$ cat config.mk
export PLATFORM = sky130hd
export DESIGN_NAME = lt24_pixel_sink
export DESIGN_NICKNAME = d
export VERILOG_FILES = /design/src/rtl/lt24_pixel_sink.sv
export SDC_FILE = /design/constraint.sdc
export NUM_CORES = 1
export LEC_CHECK = 0
export CAP_MARGIN = 0
export CORE_ASPECT_RATIO = 0.75
export CORE_MARGIN = 3
export CORE_UTILIZATION = 45
export CTS_CLUSTER_SIZE = 28
export DETAILED_ROUTE_END_ITERATION = 8
export DONT_BUFFER_PORTS = 1
export PLACE_DENSITY_LB_ADDON = 0.12
export SYNTH_ARGS = -nofsm -noshare
export SYNTH_HDL_FRONTEND = slang
export SYNTH_SLANG_ARGS = --single-unit
export TNS_END_PERCENT = 30
$ cat constraint.sdc
create_clock -name clock -period 5.2 [get_ports clock]
set_input_delay 0.52 -clock clock [delete_from_list [all_inputs] [get_ports clock]]
set_output_delay 0.52 -clock clock [all_outputs]
set_load 0.01 [all_outputs]
$ cat src/rtl/lt24_pixel_sink.sv
// LT24 (ILI9341) pixel sink: one pixel per valid/ready handshake onto the 8080 write bus.
// Ports: clock, globalRst_n, enable, pixel request (xAddr/yAddr/pixelData/pixelWrite/pixelReady),
//        busy, LT24CS_n/LT24RS/LT24Wr_n/LT24Rd_n/LT24Data panel pins.
`timescale 1ns/1ps
module lt24_pixel_sink #(
    parameter int WIDTH   = 240,
    parameter int HEIGHT  = 320,
    parameter int WR_LOW  = 2,
    parameter int WR_HIGH = 2
) (
    input  logic        clock,
    input  logic        globalRst_n,
    input  logic        enable,
    input  logic [7:0]  xAddr,
    input  logic [8:0]  yAddr,
    input  logic [15:0] pixelData,
    input  logic        pixelWrite,
    output logic        pixelReady,
    output logic        busy,
    output logic        LT24CS_n,
    output logic        LT24RS,
    output logic        LT24Wr_n,
    output logic        LT24Rd_n,
    output logic [15:0] LT24Data
);

    localparam int PH = WR_LOW + WR_HIGH;
    localparam int CW = $clog2(PH + 1);
    localparam logic [CW-1:0] CNT_LAST = CW'(PH - 1);
    localparam logic [CW-1:0] CNT_RISE = CW'(WR_LOW);
    localparam logic [7:0]  X_LAST   = 8'(WIDTH - 1);
    localparam logic [8:0]  Y_LAST   = 9'(HEIGHT - 1);
    localparam logic [15:0] X_MAX    = 16'(WIDTH - 1);
    localparam logic [15:0] Y_MAX    = 16'(HEIGHT - 1);
    localparam logic [3:0]  IDX_LAST = 4'd10;

    typedef enum logic [1:0] {
        IDLE,
        SETUP,
        DATA,
        DONE
    } state_t;

    state_t        state;
    logic [3:0]    idx;
    logic [CW-1:0] cnt;
    logic [7:0]    x_q;
    logic [8:0]    y_q;
    logic [15:0]   d_q;
    logic [7:0]    x_start;
    logic [8:0]    y_start;
    logic [7:0]    exp_x;
    logic [8:0]    exp_y;
    logic          seq_valid;
    logic          enable_q;

    logic          accept;
    logic          in_range;
    logic          fast;
    logic [16:0]   next_word;

    // {RS, data} for preamble write i; parameter bytes sit on the low byte.
    function automatic logic [16:0] seq_word(
        input logic [3:0]  i,
        input logic [15:0] x,
        input logic [15:0] y
    );
        logic [16:0] w;
        w = {1'b1, 16'h0000};
        unique case (i)
            4'd0:    w = {1'b0, 16'h002A};
            4'd1:    w = {1'b1, 8'h00, x[15:8]};
            4'd2:    w = {1'b1, 8'h00, x[7:0]};
            4'd3:    w = {1'b1, 8'h00, X_MAX[15:8]};
            4'd4:    w = {1'b1, 8'h00, X_MAX[7:0]};
            4'd5:    w = {1'b0, 16'h002B};
            4'd6:    w = {1'b1, 8'h00, y[15:8]};
            4'd7:    w = {1'b1, 8'h00, y[7:0]};
            4'd8:    w = {1'b1, 8'h00, Y_MAX[15:8]};
            4'd9:    w = {1'b1, 8'h00, Y_MAX[7:0]};
            4'd10:   w = {1'b0, 16'h002C};
            default: w = {1'b1, 16'h0000};
        endcase
        return w;
    endfunction

    always_comb begin
        accept    = pixelWrite && pixelReady && (state == IDLE);
        in_range  = (xAddr <= X_LAST) && (yAddr <= Y_LAST);
        fast      = seq_valid && (xAddr == exp_x) && (yAddr == exp_y);
        next_word = seq_word(idx + 4'd1, {8'h00, x_q}, {7'h00, y_q});
    end

    assign LT24Rd_n = 1'b1;

    always_ff @(posedge clock or negedge globalRst_n) begin
        if (!globalRst_n) begin
            state      <= IDLE;
            idx        <= '0;
            cnt        <= '0;
            x_q        <= '0;
            y_q        <= '0;
            d_q        <= '0;
            x_start    <= '0;
            y_start    <= '0;
            exp_x      <= '0;
            exp_y      <= '0;
            seq_valid  <= 1'b0;
            enable_q   <= 1'b0;
            pixelReady <= 1'b0;
            busy       <= 1'b0;
            LT24CS_n   <= 1'b1;
            LT24RS     <= 1'b1;
            LT24Wr_n   <= 1'b1;
            LT24Data   <= '0;
        end else begin
            enable_q <= enable;
            // Ready is withheld on the accept edge so a held request
            // cannot be taken twice; out-of-range pixels cost one cycle.
            pixelReady <= (state == IDLE) && enable && !accept;

            unique case (state)
                IDLE: begin
                    if (accept && in_range) begin
                        x_q      <= xAddr;
                        y_q      <= yAddr;
                        d_q      <= pixelData;
                        cnt      <= '0;
                        LT24CS_n <= 1'b0;
                        busy     <= 1'b1;
                        LT24Wr_n <= 1'b0;
                        if (fast) begin
                            state    <= DATA;
                            LT24RS   <= 1'b1;
                            LT24Data <= pixelData;
                        end else begin
                            state    <= SETUP;
                            idx      <= '0;
                            x_start  <= xAddr;
                            y_start  <= yAddr;
                            LT24RS   <= 1'b0;
                            LT24Data <= 16'h002A;
                        end
                    end
                end
                SETUP, DATA: begin
                    if (cnt == CNT_LAST) begin
                        cnt <= '0;
                        if (state == DATA) begin
                            state    <= DONE;
                            LT24CS_n <= 1'b1;
                            busy     <= 1'b0;
                        end else begin
                            LT24Wr_n <= 1'b0;
                            if (idx == IDX_LAST) begin
                                state    <= DATA;
                                LT24RS   <= 1'b1;
                                LT24Data <= d_q;
                            end else begin
                                idx <= idx + 4'd1;
                                {LT24RS, LT24Data} <= next_word;
                            end
                        end
                    end else begin
                        cnt <= cnt + CW'(1);
                        if (cnt + CW'(1) == CNT_RISE) begin
                            LT24Wr_n <= 1'b1;
                        end
                    end
                end
                DONE: begin
                    // Track where the panel's auto-increment will land next.
                    if (x_q < X_LAST) begin
                        exp_x <= x_q + 8'd1;
                        exp_y <= y_q;
                    end else if (y_q < Y_LAST) begin
                        exp_x <= x_start;
                        exp_y <= y_q + 9'd1;
                    end else begin
                        exp_x <= x_start;
                        exp_y <= y_start;
                    end
                    seq_valid <= 1'b1;
                    state     <= IDLE;
                end
            endcase

            if (enable_q && !enable) begin
                seq_valid <= 1'b0;
            end
        end
    end

endmodule

Yosys cells after proc, flatten, opt, wreduce, memory -nomap -nowiden
Cells that the tools add are included.

Register bits: 99. Input bits: 37. Output and inout bits: 22.

Add/sub/neg operators: 4. $lt $le $gt $ge: 4. Eq/ne operators: 25. Muxes and demuxes: 45. Bitwise logic cells: 1. Reductions and logical operators: 24.

Operator list (number): case mux 17 bit (9 select lines) (1); 2-to-1 mux 16 bit (5); case mux 16 bit (2 select lines) (1); 2-to-1 mux 4 bit (5); 2-to-1 mux 9 bit (2); == test 4 x 3 -> 1 bit, second input constant (4); == test 4 bit, second input constant (4); 2-to-1 mux 1 bit (16); AND reduction 4 bit (3); 2-to-1 mux 2 bit (5); != test 2 bit, second input constant (5); adder 9 x 1 -> 9 bit, second input constant (1); == test 9 bit (1); less-or-equal comparator 9 bit, second input constant (1); logical AND 1 bit (9); less-than comparator 9 bit, second input constant (1); != test 3 bit, second input constant (3); adder 8 x 1 -> 8 bit, second input constant (1); == test 8 bit (1); less-or-equal comparator 8 bit, second input constant (1); less-than comparator 8 bit, second input constant (1); 2-to-1 mux 8 bit (1); case mux 1 bit (2 select lines) (4); case mux 4 bit (2 select lines) (1); 19 further kinds (26).

Longest topological paths before layout
Gate-level depths: netlist (run 1).

Depth after elaboration: 7. Mapped depth: 10. Mapped depth without buffers: 8.

Worst setup path after synthesis (run 1)
No wires, ideal clock.

Kind: register to register. Start point: register idx[0]. End point: register LT24Data[4]. Library setup time: 0.066 ns. Data arrival time: 2.102 ns. Required time: 5.134 ns. Path slack: 3.032 ns. Stages on the path, launching flop included: 9. Cells stage by stage: dfrtp_1 -> ha_1 -> buf_2 -> or4b_2 -> o31ai_1 -> nor2b_1 -> nand2_1 -> o21ai_0 -> o22a_1.

Word-level cells in the longest chain between the ends: 7. Elaborated cells on any way between the ends: 16.

Ends and longest elaborated chain: start: declaration (RTL line 45) `logic [3:0] idx;`; start signal: assignment (RTL line 160) `idx <= idx + 4'd1;`; adder 4 x 1 -> 4 bit (RTL line 91) `next_word = seq_word(idx + 4'd1, {8'h00, x_q}, {7'h00, y_q});`; == test 4 bit (tied with other cells) (RTL line 70) `unique case (i)`; case mux 17 bit (9 select lines) (RTL line 70); 2-to-1 mux 16 bit (*) (RTL line 155) `if (idx == IDX_LAST) begin`; 2-to-1 mux 16 bit (*) (RTL line 149) `if (state == DATA) begin`; 2-to-1 mux 16 bit (*) (RTL line 147) `if (cnt == CNT_LAST) begin`; case mux 16 bit (2 select lines) (*) (RTL line 122) `unique case (state)`; end signal: assignment (RTL line 135) `LT24Data <= pixelData;`; end signal: assignment (RTL line 158) `LT24Data <= d_q;`; end signal: assignment (RTL line 161) `{LT24RS, LT24Data} <= next_word;`; end: declaration (RTL line 24) `output logic [15:0] LT24Data`.

Every way passes the cells marked *; elsewhere a longest branch is shown, timed or not. The select of a mux whose other input is x is not followed. A chain may end at the register's enable or synchronous reset.

Final worst setup path (run 1)
Start point: register state[1]. End point: register idx[2].

Word-level cells in the longest chain between the ends: 5. Elaborated cells on any way between the ends: 14.

Ends and longest elaborated chain: start: declaration (RTL line 44) `state_t state;`; start signal: assignment (RTL line 98) `state <= IDLE;`; start signal: assignment (RTL line 133) `state <= DATA;`; start signal: assignment (RTL line 137) `state <= SETUP;`; zero test 2 bit (RTL line 88, 122); logical AND 1 bit (RTL line 88) `accept = pixelWrite && pixelReady && (state == IDLE);`; logical AND 1 bit (RTL line 124) `if (accept && in_range) begin`; != test 2 x 1 -> 1 bit (no line); AND reduction 6 bit (no line).

Parallel ways exist; a longest one is shown, timed or not.

==> impl_metrics.ini, run 1 <==
[run_status]
status = finished, final reports clean

[global_routing]
grt_pass1_vias = 4063
gr-total-overflow = 0
grt_pass1_wl_um = 22300
grt_start_max_net_pins = 97
track_usage = 0.210
antenna_found_initial = 0

[sta]
setup_viol = 0
min_period_ns = 3.03
fin_crit_sh = 0.584
hold_viol = 0
max_freq_mhz = 330
relSlewSlack = 0.252
setup_slack_ns = 2.17
grt_setup_unrepaired = no
tightest_slew_ns = 1.12
fin_tns_setup_ns = 0
finalMaxSlewViolations = 0
fin_skew_ns = 0.00617

[floorplanning]
fp-row-count = 33
fp.dieW_um = 132
dieArea_sq_um = 13300
die_h_um = 101
coreArea_sq_um = 11300
io_pins = 59
start_util = 0.476

[setup_path]
crit_required_ns = 5.43
r2r_start = state[1]$_DFFE_PN0P_
crit_fanout = 17
crit_start = state[1]$_DFFE_PN0P_
cp.arrival_ns = 3.27
r2r_slack_ns = 2.17
crit_path_start_kind = flip-flop
endpoint_kind = flip-flop
crit_type = reg2reg

[pwr]
p_leak_nw = 2.48
swShare = 0.404
p_int_mw = 2.22
pwr-share-comb = 0.399
p_sw_mw = 1.51
clockPowerShare = 0.193
pwr_density_cell_nw_per_um2 = 639
p_seq_frac = 0.408
vdd_drop_max_v = 0.000259

[yosys]
syn_avg_cell_area_sq_um = 10.2
yosys.area.top_type = dfrtp_1
synth_top_area_share = 0.448
synth-async-reset-ratio = 1.00
ys_types = 64
synth_enable_flop_cells = 0
yosysSeqAreaShare = 0.462
yosysWarnings = 0
yosys-top-cells-count = 96 x dfrtp_1, 56 x mux2_2, 52 x nor2_1
ys_seq_elements = 99
synth_top_cells_by_area = dfrtp_1 45%, mux2_2 12%, ha_1 3.7%, nor2_1 3.6%, xor2_1 2.8%
synth_ff_type = dfrtp_1
synthesis.area_sq_um = 5370
synth_nets = 580
netlist_instances = 527
synth_most_common_cell = dfrtp_1

[drt]
drt_wl_total_um = 13500
wl_per_cell_um = 19.9
via_count = 4044
firstDrtPassIters = 4
drc_errors = 0
drt-initial-drc-count = 338
vias_per_cell = 5.96
postRouteAntennaNets = 0

[cts]
cts_repair_resize_count = 0
cts_max_path_buffers = 2
clk_pin_slew_worst_paths_ns = 0.07
cts_tree = built
cts_inserted_buffers = 9
cts.sinks = 99
cts_root_buf = clkbuf_16
worstSkewPairLatency_ns = 0.35
h-tree-depth = 3

[placement]
place_ws_ns = 2.21
gp_congestion = 0.916
hpwlAfterDp_um = 9270
io_buffers = 0
placedCellCount = 661

[finish]
antennaDiodeCount = 0
drive_above_1_share = 0.165
fillers = 1020
nets = 570
stdcell_count = 678
areaGrowthSynthToFinish_pct = 8.69

[flow_run]
max_cap_viol_count = 0

[min_path]
holdCritPathClass = in2async
state kept, by name (all words and copies together) (netlist names), 8 cells and up:
name and cells:
d_q 16, y_start 9, exp_y 9, y_q 9, x_start 8, exp_x 8, x_q 8, LT24Data 16
placed cells by master (no fill, tap or decap), drive strengths merged, types with 3 or more instances in the layout:
cell	instances
nor4	7
ha	16
nor3b	6
clkbuf	9
o211ai	3
nand2	39
and2	3
o21ai	30
a31oi	9
o21bai	3
dfrtp	96
dfstp	3
o22ai	6
buf	5
nor2	52
xnor2	7
nand4	4
mux2i	6
a22oi	3
xor2	18
a21oi	22
o31ai	4
nor2b	4
a221oi	11
a211oi	6
mux2	56
nor3	9
inv	22
and3b	3
nand3	13
nand2b	5
power by group through the flow:
stage	combinational [mW]	sequential, mW	clock, mW
2_1_floorplan	1.20	1.39	0
3_3_place_gp	1.43	1.52	0
3_5_place_dp	1.46	1.53	0
4_1_cts	1.49	1.52	0.737
5_1_grt	1.70	1.57	0.767
6_report	1.49	1.52	0.720
worst max-delay path, cell delays in order, from the launching register on:
cell and delay (ns):
dfrtp_1 0.39, inv_1 0.10, ha_1 0.58, inv_1 0.17, o21ai_0 0.41, nand2b_1 0.52, a2111o_1 0.54, a32o_1 0.20
routing by layer:
layer / GRT usage / wire length (um) / part of all wire
met1: 0.298 / 6600 / 0.49
met2: 0.328 / 6040 / 0.45
met3: 0.0469 / 638 / 0.047
met4: 0.0573 / 204 / 0.015
met5: 0 / 0 / 0
logic make-up after synthesis:
group	synth area share
AO/OA/AOI/OAI	0.155
XOR/XNOR	0.0436
other	0.000699
adder cells (fa/ha/maj)	0.0392
multiplexers	0.129
AND/OR/NAND/NOR	0.134
flip-flops	0.462
buffers and inverters	0.0366
repair_timing:
action | in CTS | in global routing
endpoints found under the hold margin | 96 | 3
buffers inserted | 0 | 0
hold buffers | 1 | 1
worst paths after layout:
kind | endpoint | cells past startpoint
max in group asynchronous | LT24CS_n$_DFFE_PN1P_ | 1
min in group clock | enable_q$_DFF_PN0_ | 0
worst min-delay path | cnt[2]$_DFFE_PN0P_ | 1
worst max-delay path | idx[2]$_DFFE_PN0P_ | 7
worst min register to register | seq_valid$_DFFE_PN0P_ | 1
worst max register to register | idx[2]$_DFFE_PN0P_ | 7
per-stage QoR:
stage / hold WS (ns) / area (sq um) / total power, mW / util
4_1_cts: 0.00125 / 5820 / 3.74 / 0.517
5_1_grt: 0.102 / 5830 / 4.04 / 0.518
6_report: 0.0563 / 5830 / 3.73 / 0.518
3_5_place_dp: 0.229 / 5480 / 2.99 / 0.486
2_1_floorplan: 0.224 / 5370 / 2.59 / -
3_3_place_gp: 0.229 / 5480 / 2.94 / 0.486
final cells by class:
type                    instances  area [sq um]  share of cell area
repair buffers                  6          67.6              0.0116
well taps                     157           196              0.0337
flip-flops and latches         99          2480               0.425
multi-input cells             380          2700               0.462
inverters                      21          78.8              0.0135
clock buffers                   9           225              0.0386
clock inverters                 6          90.1              0.0154
Power figures use the tool's default switching activity.
==> run 2: changes to the inputs <==
==> constraint.sdc (replaced) <==
create_clock -name clock -period 3.15 [get_ports clock]
set_input_delay 0.315 -clock clock [delete_from_list [all_inputs] [get_ports clock]]
set_output_delay 0.315 -clock clock [all_outputs]
set_load 0.01 [all_outputs]
==> impl_metrics.ini, run 2 (synthesis results as in run 1) <==
[floorplanning]
dieArea_sq_um = 13300
start_util = 0.476
coreArea_sq_um = 11300
die_h_um = 101
io_pins = 59
fp.dieW_um = 132
fp-row-count = 33

[sta]
fin_skew_ns = 0.00719
setup_viol = 0
hold_slack_ns = 0.0589
tightest_slew_ns = 0.809
fin_crit_sh = 0.848
grt_setup_unrepaired = no
hold_viol = 0
finalMaxSlewViolations = 0
fin_tns_setup_ns = 0
min_period_ns = 2.67
relSlewSlack = 0.461
max_freq_mhz = 374

[drt]
drt_wl_total_um = 13200
drc_errors = 0
firstDrtPassIters = 4
postRouteAntennaNets = 0
drt-initial-drc-count = 254
via_count = 3964
vias_per_cell = 5.79
wl_per_cell_um = 19.2

[setup_path]
crit_type = reg2reg
crit_required_ns = 3.37
cp.arrival_ns = 2.89
r2r_slack_ns = 0.48
r2r_cells = 9
crit_top_cell = a211oi_1
crit_family = compound AO/OA/AOI/OAI gates
r2r_end = LT24Data[1]$_DFFE_PN0P_
slowest_delay_ns = 0.57
crit_path_start_kind = flip-flop
worst-path-buf-inv = 2
endpoint_kind = flip-flop
r2r_start = state[0]$_DFFE_PN0P_
crit_fanout = 27
path_cells = inv_1, ha_1, and3_1, nand3_2, buf_4, a211oi_1, nand2_1, a211oi_1, nor4_1
cp_slowest_cell = a211oi_1

[run_status]
status = finished, final reports clean

[cts]
cts_max_path_buffers = 2
cts_repair_resize_count = 0
clk_pin_slew_worst_paths_ns = 0.07
cts_root_buf = clkbuf_16
worstSkewPairLatency_ns = 0.34
h-tree-depth = 3
cts_tree = built
cts.sinks = 99
cts_inserted_buffers = 9

[pwr]
p_leak_nw = 2.51
vdd_drop_max_v = 0.000475
swShare = 0.399
p_seq_frac = 0.407
p_int_mw = 3.71
p_sw_mw = 2.46
pwr-share-comb = 0.402
clockPowerShare = 0.190
pwr_density_cell_nw_per_um2 = 1050

[global_routing]
grt_pass1_vias = 3960
grt_start_max_net_pins = 100
grt_pass1_wl_um = 21500
gr-total-overflow = 0
track_usage = 0.206
antenna_found_initial = 0

[finish]
final_common_cell = dfrtp_1
stdcell_count = 685
areaGrowthSynthToFinish_pct = 9.72
nets = 577
largestRegisters = LT24Data x16, d_q x16
antennaDiodeCount = 0
drive_above_1_share = 0.174
finalInstanceArea_sq_um = 5890
layout_common_cells = 96 x dfrtp_1, 56 x mux2_2, 52 x nor2_1, 39 x nand2_1, 29 x o21ai_0

[placement]
gp_congestion = 0.930
io_buffers = 0
hpwlAfterDp_um = 9480
place_area_sq_um = 5530
placedCellCount = 667

[min_path]
holdCritPathClass = in2reg
min_from = pixelWrite
hold_depth = 1
holdPathEnd = pixelReady$_DFF_PN0_

[flow_run]
max_cap_viol_count = 0
-- run 2: cell count changes in the layout (fill, tap and decap cells not counted) --
cell | before | now
dlygate4sd3_1 | 1 | 2
buf_4 | 4 | 10
-- run 2: power by group through the flow --
stage | combinational [mW] | sequential [mW] | clock (mW)
6_report | 2.48 | 2.51 | 1.17
5_1_grt | 2.81 | 2.60 | 1.26
4_1_cts | 2.49 | 2.51 | 1.20
3_5_place_dp | 2.44 | 2.53 | 0
3_3_place_gp | 2.38 | 2.52 | 0
2_1_floorplan | 1.98 | 2.30 | 0
-- run 2: metal layers --
metal  share of wire  track usage
met1            0.48        0.290
met2            0.44        0.312
met3           0.065       0.0534
met4           0.014       0.0670
met5               0            0
-- run 2: per-stage QoR --
step | utilization | power [mW] | setup slack [ns]
after floorplan | - | 4.28 | 0.982
after global placement | 0.490 | 4.89 | 0.688
after detailed placement | 0.490 | 4.98 | 0.522
after CTS | 0.522 | 6.21 | 0.477
after global routing | 0.522 | 6.67 | 0.276
final | 0.522 | 6.17 | 0.478
-- run 2: how the worst max path moves through the flow --
stage / from / endpoint / slack, ns / cells past startpoint
floorplan: idx[0]$_DFFE_PN0P_ / LT24Data[4]$_DFFE_PN0P_ / 0.98 / 8
global placement: idx[0]$_DFFE_PN0P_ / idx[2]$_DFFE_PN0P_ / 0.69 / 6
detailed placement: state[0]$_DFFE_PN0P_ / LT24Data[1]$_DFFE_PN0P_ / 0.52 / 9
CTS: state[0]$_DFFE_PN0P_ / LT24Data[1]$_DFFE_PN0P_ / 0.48 / 9
global route: state[0]$_DFFE_PN0P_ / LT24Data[1]$_DFFE_PN0P_ / 0.28 / 9
finish: state[0]$_DFFE_PN0P_ / LT24Data[1]$_DFFE_PN0P_ / 0.48 / 9
-- run 2: final cells by class --
class                      instances  area (sq um)
sequential                        99          2480
clock inverter                     6          90.1
inverter                          21          78.8
timing repair buffer              13           123
tap                              157           196
fill                            1010          5380
clock buffer                       9           225
multi-input combinational        380          2700
-- run 2: what timing repair did --
item	4_1_cts	5_1_grt
buffers inserted	0	0
hold buffers	3	0
setup endpoints to repair	0	0
endpoints found under the hold margin	100	0
-- run 2: worst register-to-register path, cell delays in order, from the launching register on --
cell      delay (ns)
dfrtp_1         0.41
inv_1           0.13
ha_1            0.29
and3_1          0.24
nand3_2         0.11
buf_4           0.28
a211oi_1        0.57
nand2_1         0.17
a211oi_1        0.29
nor4_1          0.08
